File: src/rtl/lcd_bus_reader.sv
// Read-side engine for an HD44780-style 8-bit LCD bus: single reads and a
// busy-flag poll loop with timeout. All outputs are registered.
module lcd_bus_reader #(
  parameter int T_AS     = 3,
  parameter int T_EN     = 13,
  parameter int T_H      = 2,
  parameter int T_GAP    = 8,
  parameter int POLL_MAX = 1024
) (
  input  logic       clk,
  input  logic       rst,
  input  logic       rd_req,
  input  logic       rd_rs,
  input  logic       poll_req,
  output logic       rd_ready,
  output logic       rd_valid,
  output logic       poll_done,
  output logic       poll_timeout,
  output logic [7:0] rd_data,
  output logic       bus_own,
  output logic       LCD_RS,
  output logic       LCD_RW,
  output logic       LCD_EN,
  input  logic [7:0] LCD_DATA_in
);

  localparam int PW = $clog2(POLL_MAX + 1);

  typedef enum logic [2:0] {IDLE, SETUP, EN_HIGH, HOLD, GAP} state_t;

  state_t          state_reg;
  logic [15:0]     cnt_reg;
  logic [PW-1:0]   poll_cnt_reg;
  logic            poll_mode_reg;
  logic            poll_more_reg;

  always_ff @(posedge clk) begin
    if (rst) begin
      state_reg     <= IDLE;
      cnt_reg       <= '0;
      poll_cnt_reg  <= '0;
      poll_mode_reg <= 1'b0;
      poll_more_reg <= 1'b0;
      rd_ready      <= 1'b1;
      rd_valid      <= 1'b0;
      poll_done     <= 1'b0;
      poll_timeout  <= 1'b0;
      rd_data       <= 8'h00;
      bus_own       <= 1'b0;
      LCD_RS        <= 1'b0;
      LCD_RW        <= 1'b0;
      LCD_EN        <= 1'b0;
    end else begin
      rd_valid     <= 1'b0;
      poll_done    <= 1'b0;
      poll_timeout <= 1'b0;
      case (state_reg)
        IDLE: begin
          // poll_req wins a tie; the losing request is simply dropped
          if (poll_req || rd_req) begin
            poll_mode_reg <= poll_req;
            LCD_RS        <= poll_req ? 1'b0 : rd_rs;
            poll_cnt_reg  <= '0;
            cnt_reg       <= '0;
            state_reg     <= SETUP;
            bus_own       <= 1'b1;
            LCD_RW        <= 1'b1;
            rd_ready      <= 1'b0;
          end
        end
        SETUP: begin
          if (cnt_reg == 16'(T_AS - 1)) begin
            cnt_reg   <= '0;
            LCD_EN    <= 1'b1;
            state_reg <= EN_HIGH;
          end else begin
            cnt_reg <= cnt_reg + 16'd1;
          end
        end
        EN_HIGH: begin
          if (cnt_reg == 16'(T_EN - 1)) begin
            cnt_reg   <= '0;
            rd_data   <= LCD_DATA_in;
            LCD_EN    <= 1'b0;
            state_reg <= HOLD;
          end else begin
            cnt_reg <= cnt_reg + 16'd1;
          end
        end
        HOLD: begin
          if (cnt_reg == 16'(T_H - 1)) begin
            cnt_reg   <= '0;
            LCD_RW    <= 1'b0;
            state_reg <= GAP;
            // rd_data already holds the byte sampled as EN fell
            if (!poll_mode_reg) begin
              rd_valid      <= 1'b1;
              poll_more_reg <= 1'b0;
            end else if (!rd_data[7]) begin
              poll_done     <= 1'b1;
              poll_more_reg <= 1'b0;
            end else if (poll_cnt_reg + PW'(1) == PW'(POLL_MAX)) begin
              poll_timeout  <= 1'b1;
              poll_more_reg <= 1'b0;
            end else begin
              poll_cnt_reg  <= poll_cnt_reg + PW'(1);
              poll_more_reg <= 1'b1;
            end
          end else begin
            cnt_reg <= cnt_reg + 16'd1;
          end
        end
        GAP: begin
          if (cnt_reg == 16'(T_GAP - 1)) begin
            cnt_reg <= '0;
            if (poll_more_reg) begin
              LCD_RW    <= 1'b1;
              state_reg <= SETUP;
            end else begin
              bus_own   <= 1'b0;
              rd_ready  <= 1'b1;
              state_reg <= IDLE;
            end
          end else begin
            cnt_reg <= cnt_reg + 16'd1;
          end
        end
        default: state_reg <= IDLE;
      endcase
    end
  end

endmodule

File: config.mk
export PLATFORM = sky130hd
export DESIGN_NAME = lcd_bus_reader
export DESIGN_NICKNAME = d
export VERILOG_FILES = /design/src/rtl/lcd_bus_reader.sv
export SDC_FILE = /design/constraint.sdc
export NUM_CORES = 1
export LEC_CHECK = 0
export BUFFER_PORTS_ARGS = -buffer_cell sky130_fd_sc_hd__buf_2
export CAP_MARGIN = 10
export CORE_MARGIN = 5
export CORE_UTILIZATION = 50
export CTS_CLUSTER_DIAMETER = 80
export DETAILED_ROUTE_END_ITERATION = 10
export PLACE_DENSITY = 0.7
export SLEW_MARGIN = 25
export SYNTH_ARGS = -nofsm -noshare
export SYNTH_HDL_FRONTEND = slang
export SYNTH_SLANG_ARGS = --single-unit
File: constraint.sdc
create_clock -name clk -period 3.4 [get_ports clk]
set_input_delay 0.17 -clock clk [delete_from_list [all_inputs] [get_ports clk]]
set_output_delay 0.17 -clock clk [all_outputs]
set_load 0.01 [all_outputs]
==> impl_metrics.ini, run 1 <==
[worst_setup_path]
worstSetupPathType = flop to flop
cp.buffers_inverters = 0
critPathMaxStageDelay_ns = 0.53
cp_max_fo = 14
arrival_ns = 2.79
cp_slowest_cell = a41o_1
end_kind = flop
crit_required_ns = 3.58
critical-path-top-delay-family = simple AND/OR/NAND/NOR gates
worstPathCellList = ha_1 > and3_1 > nand4_1 > xnor2_1 > a41o_1 > nand2b_4 > o31ai_2
start_kind = flop

[clock_network]
clockBufferDepth = 2
cts_tree = yes
clockRootBuffer = clkbuf_8
postCtsSetupBuffers = 0
cts-resized-gates = 0
htreeDepth = 2
clk_pin_slew_ns = 0.09
clk_latency_ns = 0.30
cts_buffers = 5
clock_sinks = 48
cts_hold_buf = 0

[sta]
hold_viol_final = 0
final-setup-viol-count = 0
final.period_utilization_pct = 76.9
worst_pin_slew_ns = 0.771
skew_ns = 0.00773
finalCriticalPeriod_ns = 2.61
fmax_ghz = 0.383
slew_viol_final = 0
tns_ns = 0
whs_ns = 0.102
rsz0062_at_grt = no
final.setup.worst_slack_ns = 0.786
slew_headroom_pct = 48.1

[synthesis]
yosys-top-cells-area = dfxtp_1 (37%), nor2_1 (4.9%), nand2_1 (3.4%)
yosysTopAreaCellShare_pct = 36.5
synth_area_sq_um = 2630
ys.flop_type = dfxtp_1
synth_cell_type_count = 54
netlist.top_cell.by_area = dfxtp_1
yosysWarnings = 0
syn-mean-instance-area_sq_um = 8.71
synth_cells = 302
synth.most_common_cell = dfxtp_1
ys_seq_area_share_pct = 36.5
syn_nets = 321
yosys-top-cells-count = dfxtp_1 (48), nor2_1 (34), nand2_1 (24)
synth_edf_count = 0
async_flop_share_pct = 0
synth-seq-cells = 48

[floorplan]
core_sq_um = 5110
row_count = 26
io_pins = 29
initial_core_util_pct = 51.5
die_area_sq_um = 6810
die_height_microns = 82.5
die_w_microns = 82.5

[global_routing]
grt_usage_pct = 18.3
grt_pass1_vias = 2141
grt_pass1_wl_microns = 9870
grt_remaining_overflow = 0
grt_max_degree = 33
antenna_found_initial = 0

[cells_and_area]
design_area_sq_um = 2880
nFillCells = 490
fin_nets = 338
largest_reg_flops = 16
final_cells = 390
antenna_cells = 0
fin_util_pct = 56.3
area.growth.synth_to_final_pct = 9.37
layout-drive-gt1-share_pct = 16.9

[placed_design]
place_area_sq_um = 2770
pre_cts_slack_ns = 0.803
numPortBuffers = 28
gp_congestion = 0.861
dp_cells = 382
hpwlAfterDp_microns = 4110

[route]
wirelength_microns = 5760
wl_per_cell_microns = 14.8
drtAntennaViolNets = 0
dr.pass1.iters = 4
drc_errors = 0
drt_iter0_drc = 67
vias = 2239
post_drt_via_cell_ratio = 5.74

[power_and_ir_drop]
power_mw = 1.44
power_density_nw_per_um2 = 500
p_leak_nw = 1.07
peakVddDrop_mv = 0.285

[run_status]
run_status = finished, final reports clean

[job]
drv_cap = 0

[min_path]
worstHoldPathType = input pin to flop
## kinds of logic after synthesis
family	share of synthesized area [%]
multiplexers	3.04
adder cells (fa/ha/maj)	2.85
AND/OR/NAND/NOR	28.5
flip-flops	36.5
buffers and inverters	4.37
AO/OA/AOI/OAI	21.4
XOR/XNOR	3.33
## worst reg2reg max path: cells and delay by family (launching register included)
| kind | cells | cell delay, ns |
|---|---|---|
| compound gates | 2 | 0.62 |
| xor+xnor | 1 | 0.28 |
| fa+ha+maj | 1 | 0.27 |
| flops | 1 | 0.47 |
| simple gates | 3 | 0.87 |
## layout by cell type, fill, tap and decap left out, drive strengths merged, types with 2 or more instances in the layout
master	synthesis	routed
a211oi	2	2
a21o	4	4
a21oi	14	14
a22oi	4	4
a311oi	5	5
a31oi	7	7
a32oi	6	6
a41oi	2	2
and2	2	2
and3	14	14
and3b	2	2
and4	3	3
buf	8	28
clkbuf	10	6
dfxtp	48	48
ha	6	6
inv	7	7
mux2i	8	8
nand2	24	24
nand2b	3	3
nand3	15	15
nand3b	4	4
nand4	12	12
nand4b	3	3
nor2	34	34
nor3	6	6
nor3b	2	2
nor4	4	4
o21ai	13	13
o22ai	3	3
o31ai	6	6
xnor2	5	5
xor2	5	5
## final cells by class
| type | instances | area [sq um] | share of cell area (%) |
|---|---|---|---|
| inverters | 7 | 26.3 | 0.913 |
| well taps | 70 | 87.6 | 3.04 |
| multi-input cells | 229 | 1560 | 54.0 |
| flip-flops and latches | 48 | 961 | 33.4 |
| clock buffers | 6 | 72.6 | 2.52 |
| clock inverters | 2 | 35.0 | 1.22 |
| repair buffers | 28 | 140 | 4.87 |
## layer usage
metal	vias up	share of wire, %	global-route usage [%]
met5	-	0	0
met4	0	0.63	4.58
met3	4	2.4	4.34
met2	31	49	30.8
met1	1050	48	23.5
li1	1154	-	-
## power by group
part	total [mW]	internal (mW)	switching, mW
registers	0.648	0.600	0.0486
logic	0.386	0.132	0.254
clock network	0.404	0.218	0.186
total	1.44	0.950	0.489
## worst paths after layout
check	startpoint	end	slack, ns	depth (start not counted)
hold reg to reg	LCD_RS	LCD_RS	0.47	2
setup / recovery	poll_cnt_reg[0]	poll_cnt_reg[7]	0.79	7
setup reg to reg	poll_cnt_reg[0]	poll_cnt_reg[7]	0.79	7
hold / removal	LCD_DATA_in[0]	rd_data[0]	0.10	3
Note: power is estimated with default switching activity, not from simulation.
==> run 2, diff against run 1 <==
- ABC_AREA: default -> 1
- PLACE_DENSITY: 0.7 -> 0.72
- clock period: 3.4 -> 2.1 ns (I/O delays scaled with it)
==> impl_metrics.ini, run 2 <==
[worst_setup_path]
worstPathCellList = ha_2 > nand2_2 > nor2_4 > nand2_1 > nand2_1 > nand2_1 > nor2_2 > nand3_2 > nand2_2 > nand2_4 > nand2_2 > nand2_1 > nand2_1 > nor2_1
worstSetupPathType = flop to flop
arrival_ns = 2.11
cp_slowest_cell = dfxtp_1
r2r-start = poll_cnt_reg[1]
cp.buffers_inverters = 0
start_kind = flop
cp_max_fo = 19
critical-path-top-delay-family = simple AND/OR/NAND/NOR gates
reg2reg_depth = 14
critPathMostFrequentCell = nand2_1
end_kind = flop
crit_start = poll_cnt_reg[1]
worstReg2RegEnd = poll_cnt_reg[7]
crit_required_ns = 2.30
critPathMaxStageDelay_ns = 0.41
r2r_setup_slack_ns = 0.19

[clock_network]
clockBufferDepth = 2
cts_tree = yes
clk_pin_slew_ns = 0.08
clock_sinks = 48
postCtsSetupBuffers = 0
htreeDepth = 2
clockRootBuffer = clkbuf_8
clk_latency_ns = 0.29
cts_buffers = 5

[cells_and_area]
final_common_cell = nand2_1
final_cell_mix = nand2_1 (93), inv_1 (62), nor2_1 (55), dfxtp_1 (47), nand3_1 (31)
layout-drive-gt1-share_pct = 14.7
area.growth.synth_to_final_pct = 12.6
largest_reg_flops = 16
design_area_sq_um = 3020
antenna_cells = 0
fin_nets = 462

[job]
drv_cap = 0

[synthesis]
ys.flop_type = dfxtp_1
yosysWarnings = 0
synth_area_sq_um = 2680
synth-seq-cells = 48
synth.most_common_cell = nand2_1
yosysTopAreaCellShare_pct = 35.8
syn_nets = 430
synth_cell_type_count = 31
yosys-top-cells-area = dfxtp_1 (36%), nand2_1 (13%), inv_1 (8.7%)
synth_edf_count = 0
yosys-top-cells-count = nand2_1 (94), inv_1 (62), nor2_1 (55)
netlist.top_cell.by_area = dfxtp_1
async_flop_share_pct = 0
ys_seq_area_share_pct = 35.8
syn-mean-instance-area_sq_um = 6.53
synth_cells = 411

[sta]
slew_headroom_pct = 74.3
slew_viol_final = 0
worst_pin_slew_ns = 0.385
final.period_utilization_pct = 90.9
tns_ns = 0
final.setup.worst_slack_ns = 0.190
fmax_ghz = 0.524
hold_viol_final = 0
skew_ns = 0.00232
finalCriticalPeriod_ns = 1.91
final-setup-viol-count = 0
whs_ns = 0.0310

[floorplan]
die_w_microns = 83.3
core_sq_um = 5170
row_count = 26
io_pins = 29
initial_core_util_pct = 51.9
die_height_microns = 83.3
die_area_sq_um = 6930

[placed_design]
gp_congestion = 0.870
numPortBuffers = 28
pre_cts_slack_ns = 0.126
hpwlAfterDp_microns = 4460
place_area_sq_um = 2910

[route]
wl_per_cell_microns = 11.5
drt_iter0_drc = 130
top_layer = met4
drc_errors = 0
post_drt_via_cell_ratio = 5.12
vias = 2620
met1_length_microns = 2820
wirelength_microns = 5900
wl_met2_microns = 2700
dr_wl_met3_microns = 319
dr.pass1.iters = 4
drtAntennaViolNets = 0

[min_path]
whs_path_depth = 3
hold_end = rd_data[1]
hold_path.startpoint = LCD_DATA_in[1]
worstHoldPathType = input pin to flop

[global_routing]
grt_pass1_vias = 2411
grt_pass1_wl_microns = 10500
grt_usage_pct = 17.6
antenna_found_initial = 0
grt_max_degree = 37
grt_remaining_overflow = 0

[run_status]
run_status = finished, final reports clean

[power_and_ir_drop]
peakVddDrop_mv = 0.393
power_mw = 3.24
power_density_nw_per_um2 = 1070
p_leak_nw = 1.40
[run 2: how the worst max path moves through the flow]
stage          slack [ns]               to  cells after the start
3_3_place_gp         0.16  poll_cnt_reg[6]                     14
3_5_place_dp         0.13  poll_cnt_reg[6]                     14
5_1_grt            -0.002      cnt_reg[14]                     12
4_1_cts              0.11  poll_cnt_reg[6]                     14
2_1_floorplan        0.36  poll_cnt_reg[3]                     13
6_report             0.19  poll_cnt_reg[7]                     14
[run 2: final cells by class]
cell class,instances,area (sq um)
Clock buffer,5,68.8
Clock inverter,1,30.0
Fill cell,524,2150
Inverter,66,248
Multi-Input combinational cell,290,1440
Sequential cell,48,962
Tap cell,70,87.6
Timing Repair Buffer,32,183
[run 2: metal layers]
metal	up-vias	track usage, %
li1	1379	-
met1	1167	22.7
met2	68	29.4
met3	6	4.06
met4	0	5.05
met5	-	0
[run 2: timing repair]
action / in CTS / in global routing
endpoints found under the hold margin: 0 / 0
gates resized for setup: 0 / 4
endpoints found under the setup margin: 0 / 10
hold buffers: 0 / 0
[run 2: power by group]
group	internal, mW	switching, mW	total (mW)
Sequential	1.09	0.188	1.28
Clock	0.342	0.289	0.631
Combinational	0.471	0.860	1.33
Total	1.90	1.34	3.24
[run 2: cells by family after synthesis]
kind of cell,after synthesis,share of synthesized area [%]
and+or+nand+nor,221,37.2
buffers and inverters,73,10.8
AOI/OAI and AO/OA,61,12.7
DFF,48,35.8
adders and majority gates,6,2.80
xor gates and xnor gates,2,0.653
[run 2: per-stage QoR]
| stage | std cells | utilization [%] |
|---|---|---|
| 6_report | 512 | 58.4 |
| 5_1_grt | 512 | 58.4 |
| 4_1_cts | 512 | 58.2 |
| 3_5_place_dp | 506 | 56.3 |
| 3_3_place_gp | 506 | 56.3 |
| 2_1_floorplan | 411 | - |
[run 2: worst reg2reg max path, stage by stage (launching register included)]
cell and delay [ns]:
dfxtp_1 0.41, ha_2 0.24, nand2_2 0.11, nor2_4 0.16, nand2_1 0.06, nand2_1 0.08, nand2_1 0.06, nor2_2 0.10
nand3_2 0.10, nand2_2 0.09, nand2_4 0.13, nand2_2 0.13, nand2_1 0.05, nand2_1 0.05, nor2_1 0.04
==> run 3, diff against run 2 <==
- CELL_PAD_IN_SITES_DETAIL_PLACEMENT: default -> 1
- CELL_PAD_IN_SITES_GLOBAL_PLACEMENT: default -> 1
- CORE_UTILIZATION: 50 -> 37
- PLACE_DENSITY: 0.72 -> default
- PLACE_DENSITY_LB_ADDON: default -> 0.1
- RECOVER_POWER: default -> 25
==> impl_metrics.ini, run 3 (synthesis gave the netlist of run 2 again) <==
[run_status]
run_status = finished, final reports clean

[floorplan]
die_w_microns = 95.2
initial_core_util_pct = 37.4
row_count = 31
die_area_sq_um = 9060
core_sq_um = 7180
die_height_microns = 95.2
io_pins = 29

[placed_design]
place_area_sq_um = 2970
gp_congestion = 0.863
hpwlAfterDp_microns = 5420
numPortBuffers = 28

[sta]
skew_ns = 0.00910
finalCriticalPeriod_ns = 1.89
whs_ns = 0.0332
slew_viol_final = 0
rsz0062_at_grt = no
slew_headroom_pct = 72.3
fmax_ghz = 0.530
final-setup-viol-count = 0
tns_ns = 0
worst_pin_slew_ns = 0.413
hold_viol_final = 0
final.period_utilization_pct = 89.9

[worst_setup_path]
cp.buffers_inverters = 0
cp_slowest_cell = dfxtp_2
critPathMaxStageDelay_ns = 0.38
critPathMostFrequentCell = nand2_1
end_kind = flop
worstSetupPathType = flop to flop
crit_required_ns = 2.29
cp_max_fo = 19
critical-path-top-delay-family = simple AND/OR/NAND/NOR gates
arrival_ns = 2.08
worstPathCellList = ha_2 > nand2_2 > nor2_4 > nand2_1 > nand2_1 > nand2_1 > nor2_2 > nand3_2 > nand2_2 > nand2_4 > nand2_2 > nand2_1 > nand2_1 > nor2_1
start_kind = flop

[route]
wl_per_cell_microns = 12.7
drt_iter0_drc = 85
wirelength_microns = 6920
drc_errors = 0
drtAntennaViolNets = 0
post_drt_via_cell_ratio = 4.87
vias = 2652
dr.pass1.iters = 4

[clock_network]
cts_hold_buf = 0
cts_buffers = 5
htreeDepth = 2
clockRootBuffer = clkbuf_8
clk_pin_slew_ns = 0.09
clock_sinks = 48
clockBufferDepth = 2
clk_latency_ns = 0.30
cts_tree = yes

[power_and_ir_drop]
p_leak_nw = 1.36
peakVddDrop_mv = 0.410
power_density_nw_per_um2 = 1070

[cells_and_area]
final_cell_mix = nand2_1 (93), inv_1 (62), nor2_1 (53), dfxtp_1 (45), nand3_1 (30)
nFillCells = 980
area.growth.synth_to_final_pct = 14.3
design_area_sq_um = 3070
antenna_cells = 0
fin_nets = 465
final_common_cell = nand2_1
largest_reg_flops = 16
layout-drive-gt1-share_pct = 13.2

[job]
drv_cap = 0

[global_routing]
grt_remaining_overflow = 0
grt_max_degree = 29
antenna_found_initial = 0
grt_pass1_vias = 2618
grt_pass1_wl_microns = 12200
grt_usage_pct = 16.7

[min_path]
worstHoldPathType = input pin to flop
[run 3: through the flow]
step	cells	utilization, %	power (mW)	worst slack (ns)
finish	545	42.7	3.27	0.213
global route	545	42.7	3.60	0.00791
CTS	545	42.7	3.31	0.0727
detailed placement	538	41.4	2.71	0.0983
global placement	538	41.4	2.69	0.197
floorplan	411	-	2.31	0.358
[run 3: final timing paths]
| check | slack [ns] | startpoint | to | cells past startpoint |
|---|---|---|---|---|
| min | 0.03 | LCD_DATA_in[5] | rd_data[5] | 3 |
| min reg2reg | 0.46 | LCD_EN | LCD_EN | 2 |
| max reg2reg | 0.21 | poll_cnt_reg[1] | poll_cnt_reg[6] | 14 |
| max | 0.21 | poll_cnt_reg[1] | poll_cnt_reg[6] | 14 |
[run 3: power breakdown]
part           total, mW  switching (mW)  internal [mW]
clock network      0.586           0.292          0.294
logic               1.40           0.915          0.484
registers           1.29           0.194           1.09
[run 3: area by class of cell]
cell class                 count  area, sq um  area share [%]
multi-input combinational    290         1450            47.2
sequential                    48          965            31.5
clock buffer                   7         96.3            3.14
inverter                      66          248            8.08
timing repair buffer          35          186            6.08
tap                           99          124            4.04
[run 3: what timing repair did]
| action | CTS | global route |
|---|---|---|
| endpoints found under the hold margin | 0 | 0 |
| endpoints found under the setup margin | 0 | 12 |
| setup buffers | 0 | 0 |
| resized for setup | 0 | 8 |
[run 3: worst min-delay path: cells and delay by family]
kind | cells | cell delay, ns
AND/OR/NAND/NOR | 2 | 0.11
buffers and inverters | 1 | 0.08
[run 3: layer usage]
layer,track usage [%],up-vias,routed length (microns),share of wire (%)
met5,0,-,0,0
met4,3.61,0,63,0.91
met3,3.95,4,214,3.1
met2,26.8,25,3070,44
met1,22.8,1241,3570,52
li1,-,1382,-,-
